--- config.mk ---
export PLATFORM = sky130hd
export DESIGN_NAME = tag_array_sequencer_flat
export DESIGN_NICKNAME = d
export VERILOG_FILES = /design/src/rtl/tag_ctrl_pkg.sv /design/src/rtl/tag_array_sequencer_if.sv /design/src/rtl/rr_arb2.sv /design/src/rtl/tag_array_sequencer.sv /design/src/flat_wrapper.sv
export SDC_FILE = /design/constraint.sdc
export NUM_CORES = 1
export LEC_CHECK = 0
export ABC_AREA = 1
export BUFFER_PORTS_ARGS = -buffer_cell sky130_fd_sc_hd__buf_2
export CORE_MARGIN = 2
export CORE_UTILIZATION = 34
export CTS_CLUSTER_DIAMETER = 200
export DETAILED_ROUTE_END_ITERATION = 6
export GPL_TIMING_DRIVEN = 1
export PLACE_DENSITY = 0.95
export SLEW_MARGIN = 5
export SYNTH_ARGS = -nofsm -noshare
export SYNTH_HDL_FRONTEND = slang
export SYNTH_SLANG_ARGS = --single-unit
--- constraint.sdc ---
create_clock -name clk -period 2.53 [get_ports clk]
set_input_delay 0.759 -clock clk [delete_from_list [all_inputs] [get_ports clk]]
set_output_delay 0.759 -clock clk [all_outputs]
set_load 0.1 [all_outputs]
--- src/rtl/tag_ctrl_pkg.sv ---
// Shared types and default geometry for the cache tag-array control path.
package tag_ctrl_pkg;

    localparam int TAG_DATA_WIDTH = 23;
    localparam int TAG_ADDR_WIDTH = 4;

    typedef enum logic {CLEAR, RUN} tag_ctrl_state_t;
    typedef enum logic {GNT_RD, GNT_WR} tag_gnt_t;

endpackage

--- src/rtl/tag_array_sequencer_if.sv ---
// Lookup-read and fill-write request channels into the tag-array sequencer.
interface tag_array_sequencer_if #(
    parameter int DW = tag_ctrl_pkg::TAG_DATA_WIDTH,
    parameter int AW = tag_ctrl_pkg::TAG_ADDR_WIDTH
);
    logic          rd_req;
    logic [AW-1:0] rd_addr;
    logic          rd_ready;
    logic          rd_rvalid;
    logic [DW-1:0] rd_rdata;
    logic          wr_req;
    logic [AW-1:0] wr_addr;
    logic [DW-1:0] wr_data;
    logic          wr_ready;

    modport master (
        output rd_req, rd_addr, wr_req, wr_addr, wr_data,
        input  rd_ready, rd_rvalid, rd_rdata, wr_ready
    );

    modport slave (
        input  rd_req, rd_addr, wr_req, wr_addr, wr_data,
        output rd_ready, rd_rvalid, rd_rdata, wr_ready
    );
endinterface

--- src/rtl/rr_arb2.sv ---
// Two-way round-robin arbiter; bit 0 is the read requester, bit 1 the writer.
module rr_arb2
    import tag_ctrl_pkg::*;
(
    input  logic       clk,
    input  logic       rst,
    input  logic [1:0] req,
    input  logic       en,
    output logic [1:0] gnt
);

    tag_gnt_t last_grant_reg;
    tag_gnt_t last_grant_next;

    genvar gi;
    generate
        for (gi = 0; gi < 2; gi++) begin : g_gnt
            localparam tag_gnt_t SELF = (gi == 0) ? GNT_RD : GNT_WR;
            // A lone requester always wins; on contention the one not served last wins.
            assign gnt[gi] = en & req[gi] & (~req[1-gi] | (last_grant_reg != SELF));
        end
    endgenerate

    always_comb begin
        last_grant_next = last_grant_reg;
        if (gnt[0]) begin
            last_grant_next = GNT_RD;
        end else if (gnt[1]) begin
            last_grant_next = GNT_WR;
        end
    end

    always_ff @(posedge clk) begin
        if (rst) begin
            last_grant_reg <= GNT_WR;
        end else begin
            last_grant_reg <= last_grant_next;
        end
    end

endmodule

--- src/rtl/tag_array_sequencer.sv ---
// Owns the single RW port of the tag SRAM: clear sweep after reset/flush,
// then arbitrates lookup reads against fill writes one access per cycle.
module tag_array_sequencer
    import tag_ctrl_pkg::*;
#(
    parameter int                    DATA_WIDTH = TAG_DATA_WIDTH,
    parameter int                    ADDR_WIDTH = TAG_ADDR_WIDTH,
    parameter logic [DATA_WIDTH-1:0] INIT_VALUE = '0
) (
    input  logic                  clk,
    input  logic                  rst,
    input  logic                  flush,
    tag_array_sequencer_if.slave  bus,
    output logic                  init_done,
    output logic                  csb0,
    output logic                  web0,
    output logic [ADDR_WIDTH-1:0] addr0,
    output logic [DATA_WIDTH-1:0] din0,
    input  logic [DATA_WIDTH-1:0] dout0
);

    tag_ctrl_state_t       state_reg, state_next;
    logic [ADDR_WIDTH-1:0] cnt_reg, cnt_next;
    logic                  rvalid_reg;
    logic                  arb_en;
    logic [1:0]            gnt;

    rr_arb2 u_arb (
        .clk (clk),
        .rst (rst),
        .req ({bus.wr_req, bus.rd_req}),
        .en  (arb_en),
        .gnt (gnt)
    );

    always_comb begin
        state_next   = state_reg;
        cnt_next     = cnt_reg;
        arb_en       = 1'b0;
        csb0         = 1'b1;
        web0         = 1'b1;
        addr0        = cnt_reg;
        din0         = INIT_VALUE;
        bus.rd_ready = 1'b0;
        bus.wr_ready = 1'b0;
        init_done    = 1'b0;
        if (!rst) begin
            case (state_reg)
                CLEAR: begin
                    csb0     = 1'b0;
                    web0     = 1'b0;
                    cnt_next = cnt_reg + 1'b1;
                    if (cnt_reg == {ADDR_WIDTH{1'b1}}) begin
                        state_next = RUN;
                        cnt_next   = '0;
                    end
                end
                RUN: begin
                    init_done = 1'b1;
                    if (flush) begin
                        state_next = CLEAR;
                        cnt_next   = '0;
                    end else begin
                        arb_en = 1'b1;
                        if (gnt[0]) begin
                            csb0         = 1'b0;
                            addr0        = bus.rd_addr;
                            bus.rd_ready = 1'b1;
                        end else if (gnt[1]) begin
                            csb0         = 1'b0;
                            web0         = 1'b0;
                            addr0        = bus.wr_addr;
                            din0         = bus.wr_data;
                            bus.wr_ready = 1'b1;
                        end
                    end
                end
                default: begin
                    state_next = CLEAR;
                    cnt_next   = '0;
                end
            endcase
        end
    end

    // The SRAM registers its read data, so validity simply trails acceptance by one cycle.
    assign bus.rd_rvalid = rvalid_reg & ~rst;
    assign bus.rd_rdata  = dout0;

    always_ff @(posedge clk) begin
        if (rst) begin
            state_reg  <= CLEAR;
            cnt_reg    <= '0;
            rvalid_reg <= 1'b0;
        end else begin
            state_reg  <= state_next;
            cnt_reg    <= cnt_next;
            rvalid_reg <= bus.rd_ready;
        end
    end

endmodule

--- src/flat_wrapper.sv ---
// flat-port wrapper written by rule: the top's interface ports become plain ports
module tag_array_sequencer_flat import tag_ctrl_pkg::*;
#(
    parameter int                    DATA_WIDTH = TAG_DATA_WIDTH,
    parameter int                    ADDR_WIDTH = TAG_ADDR_WIDTH,
    parameter logic [DATA_WIDTH-1:0] INIT_VALUE = '0
)
  (clk, rst, flush, init_done, csb0, web0, addr0, din0, dout0, bus_rd_req, bus_rd_addr, bus_wr_req, bus_wr_addr, bus_wr_data, bus_rd_ready, bus_rd_rvalid, bus_rd_rdata, bus_wr_ready);
  tag_array_sequencer_if bus_i ();
  input  logic clk;
  input  logic rst;
  input  logic flush;
  output logic init_done;
  output logic csb0;
  output logic web0;
  output logic [ADDR_WIDTH-1:0] addr0;
  output logic [DATA_WIDTH-1:0] din0;
  input  logic [DATA_WIDTH-1:0] dout0;
  input wire logic [$bits(bus_i.rd_req)-1:0] bus_rd_req;
  input wire logic [$bits(bus_i.rd_addr)-1:0] bus_rd_addr;
  input wire logic [$bits(bus_i.wr_req)-1:0] bus_wr_req;
  input wire logic [$bits(bus_i.wr_addr)-1:0] bus_wr_addr;
  input wire logic [$bits(bus_i.wr_data)-1:0] bus_wr_data;
  output wire logic [$bits(bus_i.rd_ready)-1:0] bus_rd_ready;
  output wire logic [$bits(bus_i.rd_rvalid)-1:0] bus_rd_rvalid;
  output wire logic [$bits(bus_i.rd_rdata)-1:0] bus_rd_rdata;
  output wire logic [$bits(bus_i.wr_ready)-1:0] bus_wr_ready;
  assign bus_i.rd_req = bus_rd_req;
  assign bus_i.rd_addr = bus_rd_addr;
  assign bus_i.wr_req = bus_wr_req;
  assign bus_i.wr_addr = bus_wr_addr;
  assign bus_i.wr_data = bus_wr_data;
  assign bus_rd_ready = bus_i.rd_ready;
  assign bus_rd_rvalid = bus_i.rd_rvalid;
  assign bus_rd_rdata = bus_i.rd_rdata;
  assign bus_wr_ready = bus_i.wr_ready;
  tag_array_sequencer #(.DATA_WIDTH(DATA_WIDTH), .ADDR_WIDTH(ADDR_WIDTH), .INIT_VALUE(INIT_VALUE)) u_core (.clk(clk), .rst(rst), .flush(flush), .bus(bus_i), .init_done(init_done), .csb0(csb0), .web0(web0), .addr0(addr0), .din0(din0), .dout0(dout0));
endmodule
**Yosys cells after proc, flatten, opt, wreduce, memory -nomap -nowiden**

Cells that the tools add are included.
W data, S select, Z words.

- Register bits: 7
- Input port bits: 59
- Output and inout bits: 56
- Word-level logic and storage cells: 60

- Add/sub/neg operators: 1
- Equal/unequal tests: 2
- Multiplexer cells: 40
- Bitwise gates (word level): 12
- Reductions and logical operators: 1

Operator list:

| kind | count |
|---|---|
| $mux W23 | 5 |
| $mux W4 | 7 |
| $mux W1 | 24 |
| $pmux W4 S2 | 1 |
| $pmux W1 S2 | 3 |
| $and A1 B1 Y1 | 5 |
| $not A1 Y1 | 5 |
| $add A4 B1 Y4 const B | 1 |
| $eq A4 B4 Y1 const B | 1 |
| $ne A2 B2 Y1 const B | 1 |
| $or A1 B1 Y1 | 2 |
| $reduce_bool A2 Y1 | 1 |

**Longest topological paths before layout**

Gate-level depths: netlist of run 1.

- Depth in word-level cells: 10
- Depth in mapped cells: 8
- Gate-level depth less buffers: 7

**Modules after synthesis**

From an unflattened synthesis of run 1, not the netlist that was laid out.

- Cell total of the unflattened synthesis: 152
- Area, all modules: 887.1 µm²

By module, submodules not included:

| module | instances | cells each | area each (µm²) | seq. area each (µm²) |
|---|---|---|---|---|
| tag_array_sequencer | 1 | 140 | 815.8 | 120.1 |
| rr_arb2 | 1 | 12 | 71.3 | 20.0 |

**Least setup slack after synthesis of run 1**

No wires, ideal clock.

- Path kind: input to output
- Start point: input port bus_rd_req
- End point: output port web0
- Arrival: 3170 ps
- Required time: 1771 ps
- Slack: -1399 ps
- Cell stages on the path: 7
- Cells stage by stage: nand2_1 -> nand2_1 -> inv_1 -> nand2_2 -> buf_6 -> inv_1 -> a21oi_1

- Longest elaborated chain between the ends: 8
- Elaborated cells on any way between the ends: 10
- Classes of those cells: 5 x mux; 5 x bitwise

RTL lines:

| what | line | text |
|---|---|---|
| start: declaration | flat_wrapper.sv:19 | `input wire logic [$bits(bus_i.rd_req)-1:0] bus_rd_req;` |
| $not A1 Y1 | rr_arb2.sv:20 | `assign gnt[gi] = en & req[gi] & (~req[1-gi] \| (last_grant_reg != SELF));` |
| $or A1 B1 Y1 | rr_arb2.sv:20 |  |
| $and A1 B1 Y1 | rr_arb2.sv:20 |  |
| $mux W1 | tag_array_sequencer.sv:69 | `end else if (gnt[1]) begin` |
| $mux W1 * | tag_array_sequencer.sv:65 | `if (gnt[0]) begin` |
| $mux W1 * | tag_array_sequencer.sv:60 | `if (flush) begin` |
| $pmux W1 S2 * | tag_array_sequencer.sv:48 | `case (state_reg)` |
| $mux W1 * | tag_array_sequencer.sv:47 | `if (!rst) begin` |
| end: declaration | flat_wrapper.sv:15 | `output logic web0;` |

Every way passes the cells marked *; elsewhere a longest branch is shown, timed or not.

**Worst setup path in the final report of run 1**

- Start point: input port flush
- End point: output port addr0[2]

- Longest elaborated chain between the ends: 10
- Elaborated cells on any way between the ends: 12
- Classes of those cells: 8 x mux; 4 x bitwise

RTL lines:

| what | line | text |
|---|---|---|
| start: declaration | flat_wrapper.sv:12 | `input logic flush;` |
| $mux W1 | tag_array_sequencer.sv:60 |  |
| $mux W1 | tag_array_sequencer.sv:48 |  |
| $mux W1 | tag_array_sequencer.sv:47 |  |
| $and A1 B1 Y1 (2 in series) | rr_arb2.sv:20 |  |
| $mux W4 | tag_array_sequencer.sv:69 |  |
| $mux W4 | tag_array_sequencer.sv:65 |  |
| $mux W4 * | tag_array_sequencer.sv:60 |  |
| $mux W4 * | tag_array_sequencer.sv:48 |  |
| $mux W4 * | tag_array_sequencer.sv:47 |  |
| end: declaration | flat_wrapper.sv:16 | `output logic [ADDR_WIDTH-1:0] addr0;` |

Marks and branches as above.

==> qor.yml, run 1 <==
status: "finished, violations left"
violations: "setup timing"
drtPass1Iterations: 4
grt_pass1_vias: 977
stdcell_area_um2: 1940
routedWlPerCell_um: 13.5
fill_cells: 139
place_area_um2: 1820
grt_max_degree: 13
routed_wl_um: 3210
fp-row-count: 18
nets: 269
rsz0062_at_grt: "true"
p_int_mw: 0.236
gp_congestion: 0.786
antenna_cells: 0
cp-end-kind: "output port"
path_clk_slew_ps: 50
cts_setup_buffers: 0
power.share.combinational: 0.415
relSlewSlack: 0.814
synth_area_um2: 858
portBuffers: 68
syn_avg_cell_area_um2: 5.65
globalRouteOverflowTotal: 0
multi_input_comb_area_um2: 637
setup_viol: 1
path_class: "in -> out"
power_mw: 0.379
synthCells: 152
area_growth_pct: 126
dieArea_um2: 2940
max_freq_mhz: 395
min_period_ps: 2530
p_sw_mw: 0.143
cts_tree: "built"
utilization: 0.798
seq_area_um2: 140
report.final.hold_viol_count: 0
die_x_um: 54.2
critPathRequiredTime_ps: 1770
timing.final.crit_share: 1.00
clock_path_buffers: 2
drcViolationCount: 0
seq_area_frac_synth: 0.163
start_util: 0.353
cts_buffers: 3
clockPowerShare: 0.268
r2r_slack_ps: 1370
cts-hold-fix-buffers: 0
pin_count: 115
drive_gt1_frac: 0.668
hold_class: "reg -> reg"
yosys_warnings: 0
die_y_um: 54.2
ys_ff_latch: 7
hp-start: "u_core.cnt_reg[1]$_SDFFE_PP0P_"
finalSetupTns_ps: -0.659
maxCapViolations: 0
sequentialPowerShare: 0.317
drt_iter0_drc: 24
syn_nets: 212
ir_drop_mv: 0.266
power_density_nw_per_um2: 195
cp_max_fo: 8
clock_skew_ps: 5.27
dp_slack_ps: -6.51
reg2reg_depth: 5
start_kind: "input pin"
antenna_found_initial: 0
p_sw_frac: 0.377
cts.sinks: 7
cts_root_buf: "clkbuf_4"
ant_nets: 0
finalMaxSlewViolations: 0
h-tree-depth: 1
viasPerCell: 4.63
vias: 1101
hpwl_um: 2500
grt_usage: 0.192
largest_reg_flops: 4
r2r-end: "u_core.cnt_reg[0]$_SDFFE_PP0P_"
tightest_slew_ps: 279
arrival_ps: 1770
hold_end: "u_core.cnt_reg[1]$_SDFFE_PP0P_"
synth_cell_types: 13
whs_path_depth: 2
rr_startpoint: "u_core.cnt_reg[0]$_SDFFE_PP0P_"
grt_pass1_wl_um: 4180
clk_latency_ps: 250
p_leak_nw: 0.932
core_area_um2: 2430
fin_ws_ps: -0.659
[layout make-up]
cell class | instances | area share
inverters | 38 | 0.0787
clock buffers | 4 | 0.0135
well taps | 30 | 0.0193
flip-flops and latches | 7 | 0.0722
repair buffers | 79 | 0.488
multi-input cells | 80 | 0.328
[layer usage]
| metal | part of all wire | track usage | routed length (um) | up-vias |
|---|---|---|---|---|
| li1 | - | - | - | 534 |
| met1 | 0.37 | 0.208 | 1200 | 498 |
| met2 | 0.51 | 0.357 | 1620 | 65 |
| met3 | 0.12 | 0.0519 | 370 | 4 |
| met4 | 0.0065 | 0.0583 | 21 | 0 |
| met5 | 0 | 0 | 0 | - |
[synthesized netlist by cell type (all sizes together)]
| master | count | area, um^2 |
|---|---|---|
| a21oi | 3 | 15.0 |
| buf | 27 | 218 |
| dfxtp | 7 | 140 |
| ha | 1 | 12.5 |
| inv | 38 | 143 |
| nand2 | 24 | 95.1 |
| nand3 | 19 | 95.1 |
| nor2 | 28 | 113 |
| o21a | 1 | 7.51 |
| o21ai | 4 | 20.0 |
[power by group through the flow]
stage | logic, mW | registers [mW] | clock network, mW
finish | 0.157 | 0.120 | 0.102
CTS | 0.150 | 0.120 | 0.106
floorplan | 0.253 | 0.121 | 0
detailed placement | 0.150 | 0.122 | 0
global placement | 0.145 | 0.122 | 0
global route | 0.166 | 0.121 | 0.110
[critical path: stages]
cell and delay (ps):
buf_6 90, inv_4 50, nand2_4 50, nor2_4 190, buf_6 180, nand3_2 80
nand2_2 90, inv_2 50, nand2_4 60, buf_12 170
[cell families after synthesis]
kind of cell | after synthesis | share of synthesized area
AO/OA/AOI/OAI | 8 | 0.0496
adder cells (fa/ha/maj) | 1 | 0.0146
buffers and inverters | 65 | 0.420
flip-flops | 7 | 0.163
AND/OR/NAND/NOR | 71 | 0.353
[cells in the final DEF (no fill, tap or decap), types with 5 or more instances in the layout]
cell,instances
dfxtp_1,7
nand3_1,11
buf_12,34
nand2_1,10
nand3_2,8
buf_2,33
nand2_2,10
buf_4,9
inv_2,5
inv_1,30
nor2_4,24
[how the worst max path moves through the flow]
stage | startpoint | to | cells after the start
after floorplan | bus_rd_req | web0 | 7
after global placement | flush | bus_rd_ready | 8
after detailed placement | flush | bus_rd_ready | 8
after CTS | flush | addr0[3] | 10
after global routing | flush | addr0[2] | 10
final | flush | addr0[2] | 10
[repair_timing]
action | CTS | global route
endpoints found under the hold margin | 0 | 0
setup endpoints to repair | 3 | 15
gates resized for setup | 0 | 26
pin swaps | 1 | 7
[metrics by stage]
step | hold slack (ps) | std cells
after CTS | 484 | 238
after floorplan | 455 | 152
final | 487 | 238
after detailed placement | 477 | 234
after global placement | 475 | 234
after global routing | 538 | 238
(Power assumes the default switching activity.)
==> run 2, diff against run 1 <==
Settings changed: CORE_ASPECT_RATIO set to 1.2.
==> run 2 against run 1 <==
  * The run still ends with setup timing left
  * First-iteration DRC count down 17%
  * Via count rose by 6.5%
  * Sequential power about the same
  * Combinational power about the same
  * Clock power is 13% higher
  * Routed wire length is 28% higher
  * Cell count is 1.7% higher
  * Critical endpoint is now din0[7]
  * Largest power group unchanged
==> qor.yml, run 2 (same netlist as run 1, synthesis figures left out) <==
arrival_ps: 1810  # was 1770 ps
p_int_mw: 0.236  # about the same
ir_drop_mv: 0.306  # was 0.266 mV
path_buf_inv: 4  # was 5
power_mw: 0.394  # was 0.379 mW
dieArea_um2: 2940  # about the same
final_cell_count_no_fill: 242  # was 238
cts-hold-fix-buffers: 0  # unchanged
finalMaxSlewViolations: 0  # unchanged
cp-end-kind: "output port"  # unchanged
reg2reg_depth: 7  # was 5
tightest_slew_ps: 286  # was 279 ps
grt_usage: 0.219  # was 0.192
r2r_slack_ps: 1170  # was 1370 ps
grt_pass1_vias: 1191  # was 977
hold_class: "reg -> reg"  # unchanged
rsz0062_at_grt: "true"  # unchanged
dp_slack_ps: -25.3  # was -6.51 ps
clockPowerShare: 0.291  # was 0.268
setup_viol: 14  # was 1
globalRouteOverflowTotal: 0  # unchanged
path_clk_slew_ps: 60  # was 50 ps
path_class: "in -> out"  # unchanged
ant_nets: 0  # unchanged
power_density_nw_per_um2: 196  # was 195 nW/um^2
cpMostUsedCell: "nor2_4"
cts_buffers: 3  # unchanged
timing.final.crit_share: 1.02  # was 1.00
r2r-end: "u_core.u_arb.last_grant_reg$_SDFFE_PP1P_"  # was u_core.cnt_reg[0]$_SDFFE_PP0P_
area_growth_pct: 135  # was 126%
violations: "setup timing"  # unchanged
dp.cells: 233  # was 234
antenna_cells: 0  # unchanged
drcViolationCount: 0  # unchanged
drt_iter0_drc: 20  # was 24
routedWlPerCell_um: 17.0  # was 13.5 um
cpPeakStageDelay_ps: 200  # was 190 ps
start_kind: "input pin"  # unchanged
min_period_ps: 2570  # was 2530 ps
vias: 1173  # was 1,101
max_freq_mhz: 389  # was 395 MHz
die_y_um: 59.0  # was 54.2 um
antenna_found_initial: 0  # unchanged
cts_tree: "built"  # unchanged
path_cells: "buf_6 -> inv_4 -> nand2_4 -> nor2_4 -> nand2_8 -> clkbuf_16 -> nor2_4 -> buf_12"  # was buf_6 -> inv_4 -> nand2_4 -> nor2_4 -> buf_6 -> nand3_2 -> nand2_2 -> inv_2 -> nand2_4 -> buf_12
hp-start: "u_core.u_arb.last_grant_reg$_SDFFE_PP1P_"  # was u_core.cnt_reg[1]$_SDFFE_PP0P_
routed_wl_um: 4110  # was 3210 um
viasPerCell: 4.85  # was 4.63
cp_top_family: "buffers and inverters"  # unchanged
relSlewSlack: 0.809  # was 0.814
crit_slowest_cell: "nor2_4"  # unchanged
sequentialPowerShare: 0.306  # was 0.317
gp_congestion: 0.856  # was 0.786
drtPass1Iterations: 4  # unchanged
stdcell_area_um2: 2010  # was 1940 um^2
layout_common_cells: "buf_2, buf_12, inv_1"  # was buf_12, buf_2, inv_1
clock_path_buffers: 2  # unchanged
hpwl_um: 2650  # was 2500 um
die_x_um: 49.9  # was 54.2 um
drive_gt1_frac: 0.645  # was 0.668
status: "finished, violations left"  # unchanged
fin_ws_ps: -41.8  # was -0.659 ps
fp-row-count: 19  # was 18
report.final.hold_viol_count: 0  # unchanged
grt_max_degree: 21  # was 13
largest_reg_flops: 4  # unchanged
p_sw_frac: 0.401  # was 0.377
hold_end: "u_core.u_arb.last_grant_reg$_SDFFE_PP1P_"  # was u_core.cnt_reg[1]$_SDFFE_PP0P_
cp_max_fo: 8  # unchanged
whs_path_depth: 2  # unchanged
critPathRequiredTime_ps: 1770  # about the same
cts.sinks: 7  # unchanged
cts_root_buf: "clkbuf_4"  # unchanged
grt_pass1_wl_um: 4960  # was 4180 um
portBuffers: 68  # unchanged
p_sw_mw: 0.158  # was 0.143 mW
clock_skew_ps: 10.9  # was 5.27 ps
power.share.combinational: 0.404  # was 0.415
nets: 272  # was 269
pin_count: 115  # unchanged
core_area_um2: 2350  # was 2430 um^2
place_area_um2: 1810  # was 1820 um^2
p_leak_nw: 0.972  # was 0.932 nW
rr_startpoint: "u_core.state_reg$_SDFF_PP0_"  # was u_core.cnt_reg[0]$_SDFFE_PP0P_
clk_latency_ps: 270  # was 250 ps
maxCapViolations: 0  # unchanged
fill_cells: 124  # was 139
start_util: 0.365  # was 0.353
h-tree-depth: 1  # unchanged
## run 2: timing repair
action | CTS | global route
endpoints found under the setup margin | 10 | 28
resized for setup | 1 | 23
cloned | 0 | 3
pin swaps | 1 | 6
buffers inserted | 0 | 2
## run 2: tightest hold or removal path, cell delays in order (launching register included)
cell	delay, ps
dfxtp_1	350
nand2_1	80
nand3_1	50
## run 2: final cells by class
| type | instances | area [um^2] | area share |
|---|---|---|---|
| clock buffers | 4 | 26.3 | 0.0130 |
| inverters | 38 | 153 | 0.0758 |
| multi-input cells | 80 | 633 | 0.314 |
| flip-flops and latches | 7 | 140 | 0.0696 |
| well taps | 31 | 38.8 | 0.0193 |
| repair buffers | 82 | 1020 | 0.508 |
## run 2: per-layer routing
metal	GRT usage	part of all wire	vias to the layer above
li1	-	-	538
met1	0.199	0.34	555
met2	0.455	0.59	66
met3	0.0480	0.051	14
met4	0.0913	0.028	0
met5	0	0	-
## run 2: per-stage QoR
stage	hold WS, ps	utilization	TNS (ps)
finish	533	0.856	-206
global route	561	0.856	-944
CTS	525	0.780	-15.7
detailed placement	513	0.768	-102
global placement	469	0.768	0
floorplan	455	-	-1200
## run 2: worst max path at each step
stage / from / end / slack [ps] / depth (start not counted)
after CTS: flush / din0[8] / -10 / 8
after global placement: flush / din0[17] / 30 / 8
final: flush / din0[7] / -40 / 8
after global routing: flush / addr0[1] / -70 / 9
after detailed placement: flush / addr0[3] / -30 / 8
after floorplan: bus_rd_req / web0 / -510 / 7
## run 2: power by group through the flow
| stage | Sequential (mW) | Combinational [mW] | Clock, mW |
|---|---|---|---|
| floorplan | 0.121 | 0.253 | 0 |
| global placement | 0.122 | 0.144 | 0 |
| detailed placement | 0.122 | 0.149 | 0 |
| CTS | 0.120 | 0.149 | 0.113 |
| global route | 0.121 | 0.167 | 0.114 |
| finish | 0.120 | 0.159 | 0.115 |
